[src/rtl/or_gate_response_checker_stable_detector.sv]
// ==== stable_detector : registers the gate inputs and counts consecutive stable cycles ====
// ==== Rev 1.0 ====
`default_nettype none

module stable_detector #(
  parameter int SETTLE_CYCLES = 2
) (
  input  logic       clk,
  input  logic       rst,
  input  logic [3:0] in_vec,
  output logic [3:0] in_q,
  output logic       changed,
  output logic       stable
);

  logic [3:0] in_prev;
  logic [3:0] stable_cnt;

  // The counter is evaluated against the values in_q/in_prev take at this edge,
  // so stable_cnt always describes the registered pair it sits beside.
  always_ff @(posedge clk) begin
    if (rst) begin
      in_q       <= '0;
      in_prev    <= '0;
      stable_cnt <= '0;
    end else begin
      in_q    <= in_vec;
      in_prev <= in_q;
      if (in_vec != in_q) begin
        stable_cnt <= '0;
      end else if (stable_cnt != 4'hF) begin
        stable_cnt <= stable_cnt + 4'd1;
      end
    end
  end

  assign changed = (in_q != in_prev);
  assign stable  = (stable_cnt >= 4'(SETTLE_CYCLES));

endmodule

`default_nettype wire

[config.mk]
export PLATFORM = sky130hd
export DESIGN_NAME = stable_detector
export DESIGN_NICKNAME = d
export VERILOG_FILES = /design/src/rtl/or_gate_response_checker_stable_detector.sv
export SDC_FILE = /design/constraint.sdc
export NUM_CORES = 1
export LEC_CHECK = 0
export CORE_AREA = 2 2 39 41
export CTS_BUF_LIST = sky130_fd_sc_hd__clkbuf_16
export DETAILED_ROUTE_END_ITERATION = 8
export DIE_AREA = 0 0 41 43
export PLACE_DENSITY = 0.71
export SLEW_MARGIN = 15
export SYNTH_ARGS = -nofsm -noshare
export SYNTH_HDL_FRONTEND = slang
export SYNTH_SLANG_ARGS = --single-unit
[constraint.sdc]
create_clock -name clk -period 3.3 [get_ports clk]
set_input_delay 0.33 -clock clk [delete_from_list [all_inputs] [get_ports clk]]
set_output_delay 0.33 -clock clk [all_outputs]
set_load 0.1 [all_outputs]
Word-level counts from Yosys, hierarchy flattened
Cells that the tools add are included.
W data, S select, Z words.

storage, ports and cells
  flip-flop bits (word level) = 12
  output and inout port bits = 6
  logic and storage cells = 9
  input port bits = 6

cells by class
  reductions and logical operators = 1
  magnitude comparators = 1
  $add $sub $neg = 1
  equal/unequal tests = 3

operator list
  cell                   count
  $ne A4 B4 Y1           2
  $add A4 B1 Y4 const B  1
  $ge A4 B2 Y1 const B   1
  $ne A4 B4 Y1 const B   1
  $reduce_or A2 Y1       1

Longest topological paths before layout
Gate-level depths: netlist of run 1.

  word-level depth = 2
  depth in mapped cells = 4
  gate-level depth less buffers = 4

Least setup slack after synthesis of run 1
Ideal clock, no wire load.

  kind = register -> output
  start = register in_q[3]
  end = output changed
  path slack = 0.854 ns
  arrival = 2.116 ns
  stages on the path, launching flop included = 3
  buffers on the path = 0
  data required time = 2.970 ns
  path through = dfxtp_1 -> xnor2_1 -> nand4_1

on the way
  word-level cells in the longest chain between the ends = 1

RTL lines
  element                 line  text
  start, declared         11    output logic [3:0] in_q,
  start signal, assigned  27    in_q <= in_vec;
  $ne A4 B4 Y1            37    assign changed = (in_q != in_prev);
  end, declared           12    output logic changed,

Every way passes these cells.

Worst setup path after layout of run 1
  start = register stable_cnt[0]
  end = output stable

on the way
  word-level cells in the longest chain between the ends = 1

RTL lines
  element                 line  text
  start, declared         17    logic [3:0] stable_cnt;
  start signal, assigned  32    stable_cnt <= stable_cnt + 4'd1;
  $ge A4 B2 Y1            38    assign stable = (stable_cnt >= 4'(SETTLE_CYCLES));
  end, declared           13    output logic stable

Every way passes these cells.

==> summary.md, run 1 <==
| Metric | Value |
|---|---|
| Mean Syn Cell Area | 10.16 µm² |
| GRT Total Usage | 12.12% |
| HPWL after detailed placement | 679.8 µm |
| Period utilization | 77.20% |
| Final max-slew violation count | 0 |
| Clock Sinks | 12 |
| Reg clk slew, reported paths | 40 ps |
| TritonCTS clock tree | done |
| Skew final | 1.501 ps |
| Startpoint Class | flop |
| Min cycle time layout | 2548 ps |
| Crit-path slowest cell | clkdlybuf4s50_1 |
| Area grow syn2layout | 41.13% |
| Pin count of the biggest net entering global routing | 10 |
| Vias/cell | 4.741 |
| Synthesis warning total | 0 |
| Vias in the first global route | 366 |
| Leak | 0.2729 nW |
| Detailed Route WL | 929 µm |
| Type of the worst setup path | flop to output port |
| Max Cap Violations | 0 |
| Skew-Pair Late Insertion Delay | 240 ps |
| Chip Height | 43 µm |
| Final net count | 74 |
| Peak fanout along the critical path | 4 |
| Endpoints failing setup | 0 |
| Crit. End Element | output port |
| Root buffer cell | clkbuf_16 |
| Worst Tran Pin Value | 975.8 ps |
| Post-CTS setup buffers | 0 |
| CTS Buf Count | 3 |
| Share of the synthesized area in the top cell type | 47.29% |
| Run status | complete, no violations |
| CP Cell Sequence | inv_1, ha_1, or4_1, clkdlybuf4s50_1 |
| # rows | 14 |
| Synth unique cells | 19 |
| Ranking of synthesized cells by area | dfxtp_1 (47%), nor2b_1 (11%), xnor2_1 (10%) |
| Die width | 41 µm |
| Register area share after synthesis | 47.29% |
| Buf/Inv on CP | 2 |
| Drt first pass iters | 4 |
| # resized after CTS | 0 |
| DIE AREA | 1763 µm² |
| Critical Path RT | 2970 ps |
| Core Area | 1384 µm² |
| Initial antenna violation count | 0 |
| Final antenna-violating net count | 0 |
| H-tree depth | 1 |
| Iteration-0 DRC count of the detailed router | 3 |
| GPL Wtd Cong | 0.6607 |
| VDD IR max | 239.4 µV |
| DRC | 0 |
| Core Util, Final | 51.81% |
| Pwr per Cell Area | 609.2 nW/µm² |
| Post-Syn Instances | 50 |
| Unrepaired setup endpoints after global routing | no |
| Cts hold-fix bufs | 0 |
| Fin Setup TNS | 0 ps |
| Max_slew headroom | 34.74% |
| Yosys reg bits | 12 |
| Final hold vios | 0 |
| Post-Syn Area | 508.0 µm² |
| Synth area leader | dfxtp_1 |
| Peak Freq | 392.5 MHz |
| Port Buf Inserts | 11 |
| CP top delay family | buffers and inverters |
| CP peak stage delay | 980 ps |
| Antenna fix cells | 0 |
| Initial core utilization | 36.71% |
| Clock Path Buffers | 2 |
| Worst min path class | flop to flop |
| Drt wl/cell | 11.47 µm |
| Crit path arrival time | 2220 ps |
| GRT overflow | 0 |
| Layout cells sized above 1 | 7.692% |
| Via total after detailed routing | 384 |
| First-pass GRT wire length | 1386 µm |
| IO Pins | 12 |
| Syn Nets | 58 |
cells by family (layout without fill, tap and decap cells):
logic type               after synthesis  in the layout  share of synthesized area, %
flip-flops                            12             12                         47.29
multiplexers                           1              1                         1.971
AND/OR/NAND/NOR                       24             24                         29.06
buffers and inverters                  2             17                         1.476
adder cells (fa/ha/maj)                2              2                         4.925
XOR/XNOR                               6              6                         10.34
AO/OA/AOI/OAI                          3              3                         4.925
final cells by class:
class	count	area, µm²
inverter	2	7.507
clock buffer	3	75.07
clock inverter	1	3.754
timing repair buffer	11	110.1
sequential	12	240.2
multi-input combinational	36	260.3
tap	16	20.02
fill	136	666.9
per-layer routing:
metal	GRT usage [%]	up-vias	part of all wire, %
li1	-	201	-
met1	12.46	172	44
met2	20.00	9	52
met3	3.141	2	1.8
met4	8.000	0	1.8
met5	0	-	0
state kept, by name, summed over array words and instances (netlist names):
register	flops
in_q	4
in_prev	4
stable_cnt	4
Yosys cell counts:
cell       number
inv_2           1
o2111ai_1       1
xnor2_1         6
nand3b_1        1
inv_1           1
nor2b_1         9
nor4b_2         1
ha_1            2
a2111o_1        1
nand3_1         2
nand2b_1        3
mux2i_1         1
nand2_1         1
o21ai_0         1
dfxtp_1        12
or4_1           1
nor2_1          2
nand4_1         1
nor3_1          3
stage by stage:
| stage | setup slack, ps | power [mW] | hold WS, ps | instance area [µm²] | cells |
|---|---|---|---|---|---|
| floorplan | 854.5 | 0.2017 | 396.7 | 508.0 | 50 |
| global placement | 1025 | 0.2198 | 474.8 | 638.1 | 77 |
| detailed placement | 992.1 | 0.2206 | 498.5 | 638.1 | 77 |
| CTS | 739.7 | 0.4412 | 509.0 | 716.9 | 81 |
| global route | 684.4 | 0.4482 | 528.9 | 716.9 | 81 |
| finish | 752.4 | 0.4368 | 501.4 | 716.9 | 81 |
placed cells by master (no fill, tap or decap), drive strengths merged:
cell           synthesis  final
a2111o                 1      1
clkbuf                 0      3
clkdlybuf4s50          0     11
clkinv                 0      1
dfxtp                 12     12
ha                     2      2
inv                    2      2
mux2i                  1      1
nand2                  1      1
nand2b                 3      3
nand3                  2      2
nand3b                 1      1
nand4                  1      1
nor2                   2      2
nor2b                  9      9
nor3                   3      3
nor4b                  1      1
o2111ai                1      1
o21ai                  1      1
or4                    1      1
xnor2                  6      6
path summary, 6_finish.rpt:
path / slack, ps / to / depth (start not counted) / startpoint
worst max-delay path: 750 / stable / 4 / stable_cnt[0]
worst min-delay path: 500 / in_prev[0] / 2 / in_q[0]
worst max register to register: 2060 / stable_cnt[1] / 3 / in_q[2]
worst min register to register: 500 / in_prev[0] / 2 / in_q[0]
worst min-delay path: stages (launching register included):
cell and delay (ps):
dfxtp_1 330, inv_2 70, nor2_1 50
report_power, final:
part,switching (mW),total (mW),internal (mW)
clock,0.0596,0.219,0.159
combinational,0.0419,0.0629,0.0210
sequential,0.00459,0.155,0.151
Power figures use the tool's default switching activity.
==> run 2: changes to the inputs <==
PLACE_DENSITY = 0.73   (was 0.71)
clock period = 2.05 ns   (was 3.3 ns; I/O delays follow)
==> run 2 against run 1 <==
  * First-iteration DRC count decreased by 33%
  * Routed wire length fell by 7.3%
  * Non-clock buffer count is 1 higher
  * Hold slack got worse by 15 ps
  * Critical endpoint unchanged
==> summary.md, run 2 (same netlist as run 1, synthesis figures left out) <==
| Metric | Value |
|---|---|
| HPWL after detailed placement | 674.6 µm (was 679.8 µm) |
| Peak Freq | 584.5 MHz |
| Overall power | 0.6999 mW (was 0.4368 mW) |
| Chip Height | 43 µm (unchanged) |
| GRT Total Usage | 11.91% (was 12.12%) |
| Final hold vios | 0 (unchanged) |
| # resized after CTS | 0 (unchanged) |
| Drt wl/cell | 10.50 µm (was 11.47 µm) |
| Crit. End Element | output port (unchanged) |
| Min cycle time layout | 1711 ps |
| Max Cap Violations | 0 (unchanged) |
| Post-placement setup slack | 542.1 ps (was 992.1 ps) |
| Hold Crit Endpoint | in_prev[0] (unchanged) |
| R2R Path End | stable_cnt[1] (unchanged) |
| DIE AREA | 1763 µm² (unchanged) |
| Worst Tran Pin Value | 377.5 ps (was 975.8 ps) |
| Core Area | 1384 µm² (unchanged) |
| Cts hold-fix bufs | 0 (unchanged) |
| GRT overflow | 0 (unchanged) |
| Vias in the first global route | 357 (was 366) |
| Hold_sp | in_q[0] (unchanged) |
| IO Pins | 12 (unchanged) |
| WHS Path Cells | 2 (unchanged) |
| Sequential Power Share | 35.9% (was 35.5%) |
| Core Util, Final | 52.53% (was 51.81%) |
| Post-CTS setup buffers | 0 (unchanged) |
| Vias/cell | 4.537 (was 4.741) |
| Fin Setup TNS | 0 ps (unchanged) |
| Area grow syn2layout | 43.10% (was 41.13%) |
| Internal power | 0.5325 mW (was 0.3308 mW) |
| Leak | 0.2896 nW (was 0.2729 nW) |
| Detailed Route WL | 861 µm (was 929 µm) |
| Clock Sinks | 12 (unchanged) |
| Endpoints failing setup | 0 (unchanged) |
| Post-DP Area | 648.1 µm² (was 638.1 µm²) |
| DRC | 0 (unchanged) |
| Period utilization | 83.46% |
| Max_slew headroom | 74.81% (was 34.74%) |
| Clock Path Buffers | 2 (unchanged) |
| Finished Layout Cells | 82 (was 81) |
| Crit-path slowest cell | or4_1 (was clkdlybuf4s50_1) |
| Switch Pwr | 0.1674 mW (was 0.1060 mW) |
| Peak fanout along the critical path | 4 (unchanged) |
| Root buffer cell | clkbuf_16 (unchanged) |
| Type of the worst setup path | flop to output port (unchanged) |
| Critical Path RT | 1850 ps (was 2970 ps) |
| Worst min path class | flop to flop (unchanged) |
| Switch share | 23.92% (was 24.27%) |
| Via total after detailed routing | 372 (was 384) |
| CP Cell Sequence | inv_1, ha_1, or4_1, buf_12 (was inv_1, ha_1, or4_1, clkdlybuf4s50_1) |
| Antenna fix cells | 0 (unchanged) |
| Pin count of the biggest net entering global routing | 9 (was 10) |
| Port Buf Inserts | 11 (unchanged) |
| Buf/Inv on CP | 2 (unchanged) |
| M1 WL | 420 µm (was 411 µm) |
| Die width | 41 µm (unchanged) |
| Reg-to-Reg Start | in_q[2] (unchanged) |
| Skew final | 4.964 ps (was 1.501 ps) |
| Unrepaired setup endpoints after global routing | no (unchanged) |
| Iteration-0 DRC count of the detailed router | 2 (was 3) |
| Drt first pass iters | 4 (unchanged) |
| H-tree depth | 1 (unchanged) |
| Clock share of power | 49.9% (was 50.1%) |
| Setup WS post-layout | 339.1 ps (was 752.4 ps) |
| Final max-slew violation count | 0 (unchanged) |
| CP peak stage delay | 450 ps (was 980 ps) |
| Crit path arrival time | 1510 ps (was 2220 ps) |
| Skew-Pair Late Insertion Delay | 240 ps (about the same) |
| CTS Buf Count | 3 (unchanged) |
| Met3 WL | 9 µm (was 17 µm) |
| Commonest non-fill, non-tap cell in the layout | nor2b_1 (was dfxtp_1) |
| VDD IR max | 370.1 µV (was 239.4 µV) |
| Final net count | 75 (was 74) |
| Largest regs | in_prev x4, in_q x4, stable_cnt x4 (unchanged) |
| FF-to-FF path depth | 3 (unchanged) |
| Cell area after layout | 726.9 µm² (was 716.9 µm²) |
| Startpoint Class | flop (unchanged) |
| Initial core utilization | 36.71% (unchanged) |
| TritonCTS clock tree | done (unchanged) |
| Most frequent cells in the layout | nor2b_1 (9), dfxtp_1 (8), xnor2_1 (6), buf_4 (6), clkdlybuf4s50_1 (5) (was dfxtp_1 (12), clkdlybuf4s50_1 (11), nor2b_1 (9)) |
| CP top delay family | simple AND/OR/NAND/NOR gates (was buffers and inverters) |
| GPL Wtd Cong | 0.7050 (was 0.6607) |
| Pwr per Cell Area | 962.8 nW/µm² (was 609.2 nW/µm²) |
| Final antenna-violating net count | 0 (unchanged) |
| # rows | 14 (unchanged) |
| Inst Count DP | 78 (was 77) |
| Layout fillers | 129 (was 136) |
| R2R Setup Slk | 840 ps (was 2060 ps) |
| First-pass GRT wire length | 1421 µm (was 1386 µm) |
| Hold_ws | 486.5 ps (was 501.4 ps) |
| Layout cells sized above 1 | 24.24% (was 7.692%) |
| Met2 Wirelength | 431 µm (was 483 µm) |
| Reg clk slew, reported paths | 40 ps (about the same) |
| Comb power frac | 14.3% (was 14.4%) |
| Initial antenna violation count | 0 (unchanged) |
| Run status | complete, no violations (unchanged) |
| Uppermost layer routed | met3 (was met4) |
==> run 2: metal layers <==
metal  track usage (%)  vias to the layer above
li1                  -                      205
met1             14.71                      164
met2             18.13                        3
met3             3.141                        0
met4             6.000                        0
met5                 0                        -
==> run 2: worst min-delay path, delay by kind of cell, from the launching register on <==
kind / cells / cell delay [ps]
flip-flops: 1 / 330
AND/OR/NAND/NOR: 1 / 40
buffers and inverters: 1 / 60
==> run 2: final cells by class <==
| type | instances | area [µm²] | area share [%] |
|---|---|---|---|
| multi-input cells | 36 | 260.3 | 35.80 |
| flip-flops and latches | 12 | 245.2 | 33.73 |
| repair buffers | 12 | 115.1 | 15.83 |
| clock buffers | 3 | 75.07 | 10.33 |
| well taps | 16 | 20.02 | 2.754 |
| inverters | 2 | 7.507 | 1.033 |
| clock inverters | 1 | 3.754 | 0.5164 |
==> run 2: how the worst max path moves through the flow <==
stage / slack [ps] / cells after the start / start / end
after global routing: 280 / 4 / stable_cnt[0] / stable
after floorplan: 70 / 2 / in_q[1] / changed
after detailed placement: 540 / 4 / in_vec[2] / stable_cnt[1]
after global placement: 560 / 4 / in_vec[2] / stable_cnt[1]
after CTS: 320 / 4 / stable_cnt[0] / stable
final: 340 / 4 / stable_cnt[0] / stable
==> run 2: power groups by stage <==
stage / sequential (mW) / combinational, mW / clock [mW]
after floorplan: 0.284 / 0.0414 / 0
after global placement: 0.255 / 0.0999 / 0
after detailed placement: 0.255 / 0.100 / 0
after CTS: 0.251 / 0.101 / 0.358
after global routing: 0.252 / 0.105 / 0.372
final: 0.251 / 0.0998 / 0.349
==> run 3: changes to the inputs <==
PLACE_DENSITY = 0.71   (was 0.73)
clock period = 1.6 ns   (was 2.05 ns; I/O delays follow)
==> run 3 against run 2 <==
  * Sequential share of layout area is 2.1 points lower
  * Via count is 8.3% higher
  * Core utilization increased by 5.8 points
  * Critical path depth unchanged
  * Clock skew decreased by 4.3 ps
  * Power increased by 30%
  * Routed wire length is 1.4% higher
  * Critical path type unchanged
  * Largest power group unchanged
  * Cell area increased by 11%
  * Sequential power grew 27%
  * Hold slack better by 18 ps
  * Global-route usage increased by 2.1 points
==> summary.md, run 3 (same netlist as run 1, synthesis figures left out) <==
| Metric | Value |
|---|---|
| Run status | complete, no violations (unchanged) |
| Leak | 0.3135 nW (was 0.2896 nW) |
| Reg-to-Reg Start | in_q[2] (unchanged) |
| Antenna fix cells | 0 (unchanged) |
| Skew-Pair Late Insertion Delay | 230 ps (was 240 ps) |
| Crit path from | stable_cnt[0] (unchanged) |
| GPL Wtd Cong | 0.7581 (was 0.7050) |
| Final max-slew violation count | 0 (unchanged) |
| Unrepaired setup endpoints after global routing | no (unchanged) |
| Final net count | 76 (was 75) |
| Hold_sp | in_q[0] (unchanged) |
| Commonest non-fill, non-tap cell in the layout | nor2b_1 (unchanged) |
| Max Cap Violations | 0 (unchanged) |
| IO Pins | 12 (unchanged) |
| # rows | 14 (unchanged) |
| Core Area | 1384 µm² (unchanged) |
| Buf/Inv on CP | 2 (unchanged) |
| Crit path arrival time | 1390 ps (was 1510 ps) |
| Post-DP Area | 728.2 µm² (was 648.1 µm²) |
| Min cycle time layout | 1554 ps |
| Iteration-0 DRC count of the detailed router | 4 (was 2) |
| Reg clk slew, reported paths | 40 ps (about the same) |
| Post-CTS setup buffers | 0 (unchanged) |
| Hold_ws | 504.8 ps (was 486.5 ps) |
| Initial core utilization | 36.71% (unchanged) |
| FF-to-FF path depth | 3 (unchanged) |
| Type of the worst setup path | flop to output port (unchanged) |
| Largest regs | in_prev x4, in_q x4, stable_cnt x4 (unchanged) |
| Setup WS post-layout | 46.06 ps (was 339.1 ps) |
| Vias in the first global route | 398 (was 357) |
| Clock Sinks | 12 (unchanged) |
| Max_slew headroom | 74.78% (was 74.81%) |
| Inst Count DP | 79 (was 78) |
| Endpoints failing setup | 0 (unchanged) |
| Area grow syn2layout | 58.87% (was 43.10%) |
| Worst Tran Pin Value | 377.9 ps (was 377.5 ps) |
| CP Cell Sequence | inv_1, ha_1, or4_4, buf_12 (was inv_1, ha_1, or4_1, buf_12) |
| GRT overflow | 0 (unchanged) |
| Drt first pass iters | 3 (was 4) |
| TritonCTS clock tree | done (unchanged) |
| Finished Layout Cells | 82 (unchanged) |
| Cts hold-fix bufs | 0 (unchanged) |
| WHS Path Cells | 2 (unchanged) |
| Peak fanout along the critical path | 2 (was 4) |
| Post-placement setup slack | 121.0 ps (was 542.1 ps) |
| First-pass GRT wire length | 1614 µm (was 1421 µm) |
| Critical Path RT | 1440 ps (was 1850 ps) |
| CP top delay family | simple AND/OR/NAND/NOR gates (unchanged) |
| Via total after detailed routing | 403 (was 372) |
| Vias/cell | 4.915 (was 4.537) |
| Pwr per Cell Area | 1130 nW/µm² (was 962.8 nW/µm²) |
| CTS Buf Count | 3 (unchanged) |
| Period utilization | 97.12% |
| Root buffer cell | clkbuf_16 (unchanged) |
| VDD IR max | 682.0 µV (was 370.1 µV) |
| Clock Path Buffers | 2 (unchanged) |
| Most frequent cells in the layout | nor2b_1 (9), dfxtp_1 (8), xnor2_1 (6), buf_12 (6), clkdlybuf4s50_1 (5) (was nor2b_1 (9), dfxtp_1 (8), xnor2_1 (6), buf_4 (6), clkdlybuf4s50_1 (5)) |
| CP peak stage delay | 430 ps (was 450 ps) |
| Final antenna-violating net count | 0 (unchanged) |
| H-tree depth | 1 (unchanged) |
| Chip Height | 43 µm (unchanged) |
| Cell area after layout | 807.0 µm² (was 726.9 µm²) |
| DRC | 0 (unchanged) |
| DIE AREA | 1763 µm² (unchanged) |
| Detailed Route WL | 873 µm (was 861 µm) |
| Port Buf Inserts | 11 (unchanged) |
| # resized after CTS | 1 (was 0) |
| Skew final | 0.6335 ps (was 4.964 ps) |
| Peak Freq | 643.5 MHz |
| Stages on worst setup path | 4 (unchanged) |
| Overall power | 0.9117 mW (was 0.6999 mW) |
| Die width | 41 µm (unchanged) |
| Worst min path class | flop to flop (unchanged) |
| Drt wl/cell | 10.65 µm (was 10.50 µm) |
| Crit. End Element | output port (unchanged) |
| Final hold vios | 0 (unchanged) |
| Layout cells sized above 1 | 27.27% (was 24.24%) |
| Core Util, Final | 58.32% (was 52.53%) |
| GRT Total Usage | 14.05% (was 11.91%) |
| Fin Setup TNS | 0 ps (unchanged) |
| Crit-path slowest cell | or4_4 (was or4_1) |
| Pin count of the biggest net entering global routing | 9 (unchanged) |
| Startpoint Class | flop (unchanged) |
| Initial antenna violation count | 0 (unchanged) |
==> run 3: per-layer routing <==
layer | vias to the layer above | part of all wire (%) | global-route usage [%]
met3 | 2 | 2.3 | 3.141
met5 | - | 0 | 0
met4 | 0 | 1.8 | 12.00
met2 | 7 | 49 | 20.00
li1 | 208 | - | -
met1 | 186 | 47 | 16.78
==> run 3: final cells by class <==
type / count / area (µm²)
Inverter: 2 / 7.507
Timing Repair Buffer: 13 / 185.2
Clock buffer: 3 / 75.07
Sequential cell: 12 / 255.2
Multi-Input combinational cell: 36 / 264.0
Fill cell: 111 / 576.8
Tap cell: 16 / 20.02
==> run 3: power breakdown <==
group          internal [mW]  leakage (nW)  switching (mW)
sequential             0.308         0.101          0.0114
clock                  0.324        0.0370           0.115
combinational         0.0644         0.176          0.0888
total                  0.697         0.313           0.215
==> run 3: worst paths after layout <==
kind | to | slack, ps
max | stable | 50
min | in_prev[0] | 500
max reg2reg | stable_cnt[1] | 350
min reg2reg | in_prev[0] | 500
==> run 3: worst register-to-register path, delay by kind of cell, from the launching register on <==
family | cells | cell delay, ps
and+or+nand+nor | 2 | 410
DFF | 1 | 360
AOI/OAI and AO/OA | 1 | 400
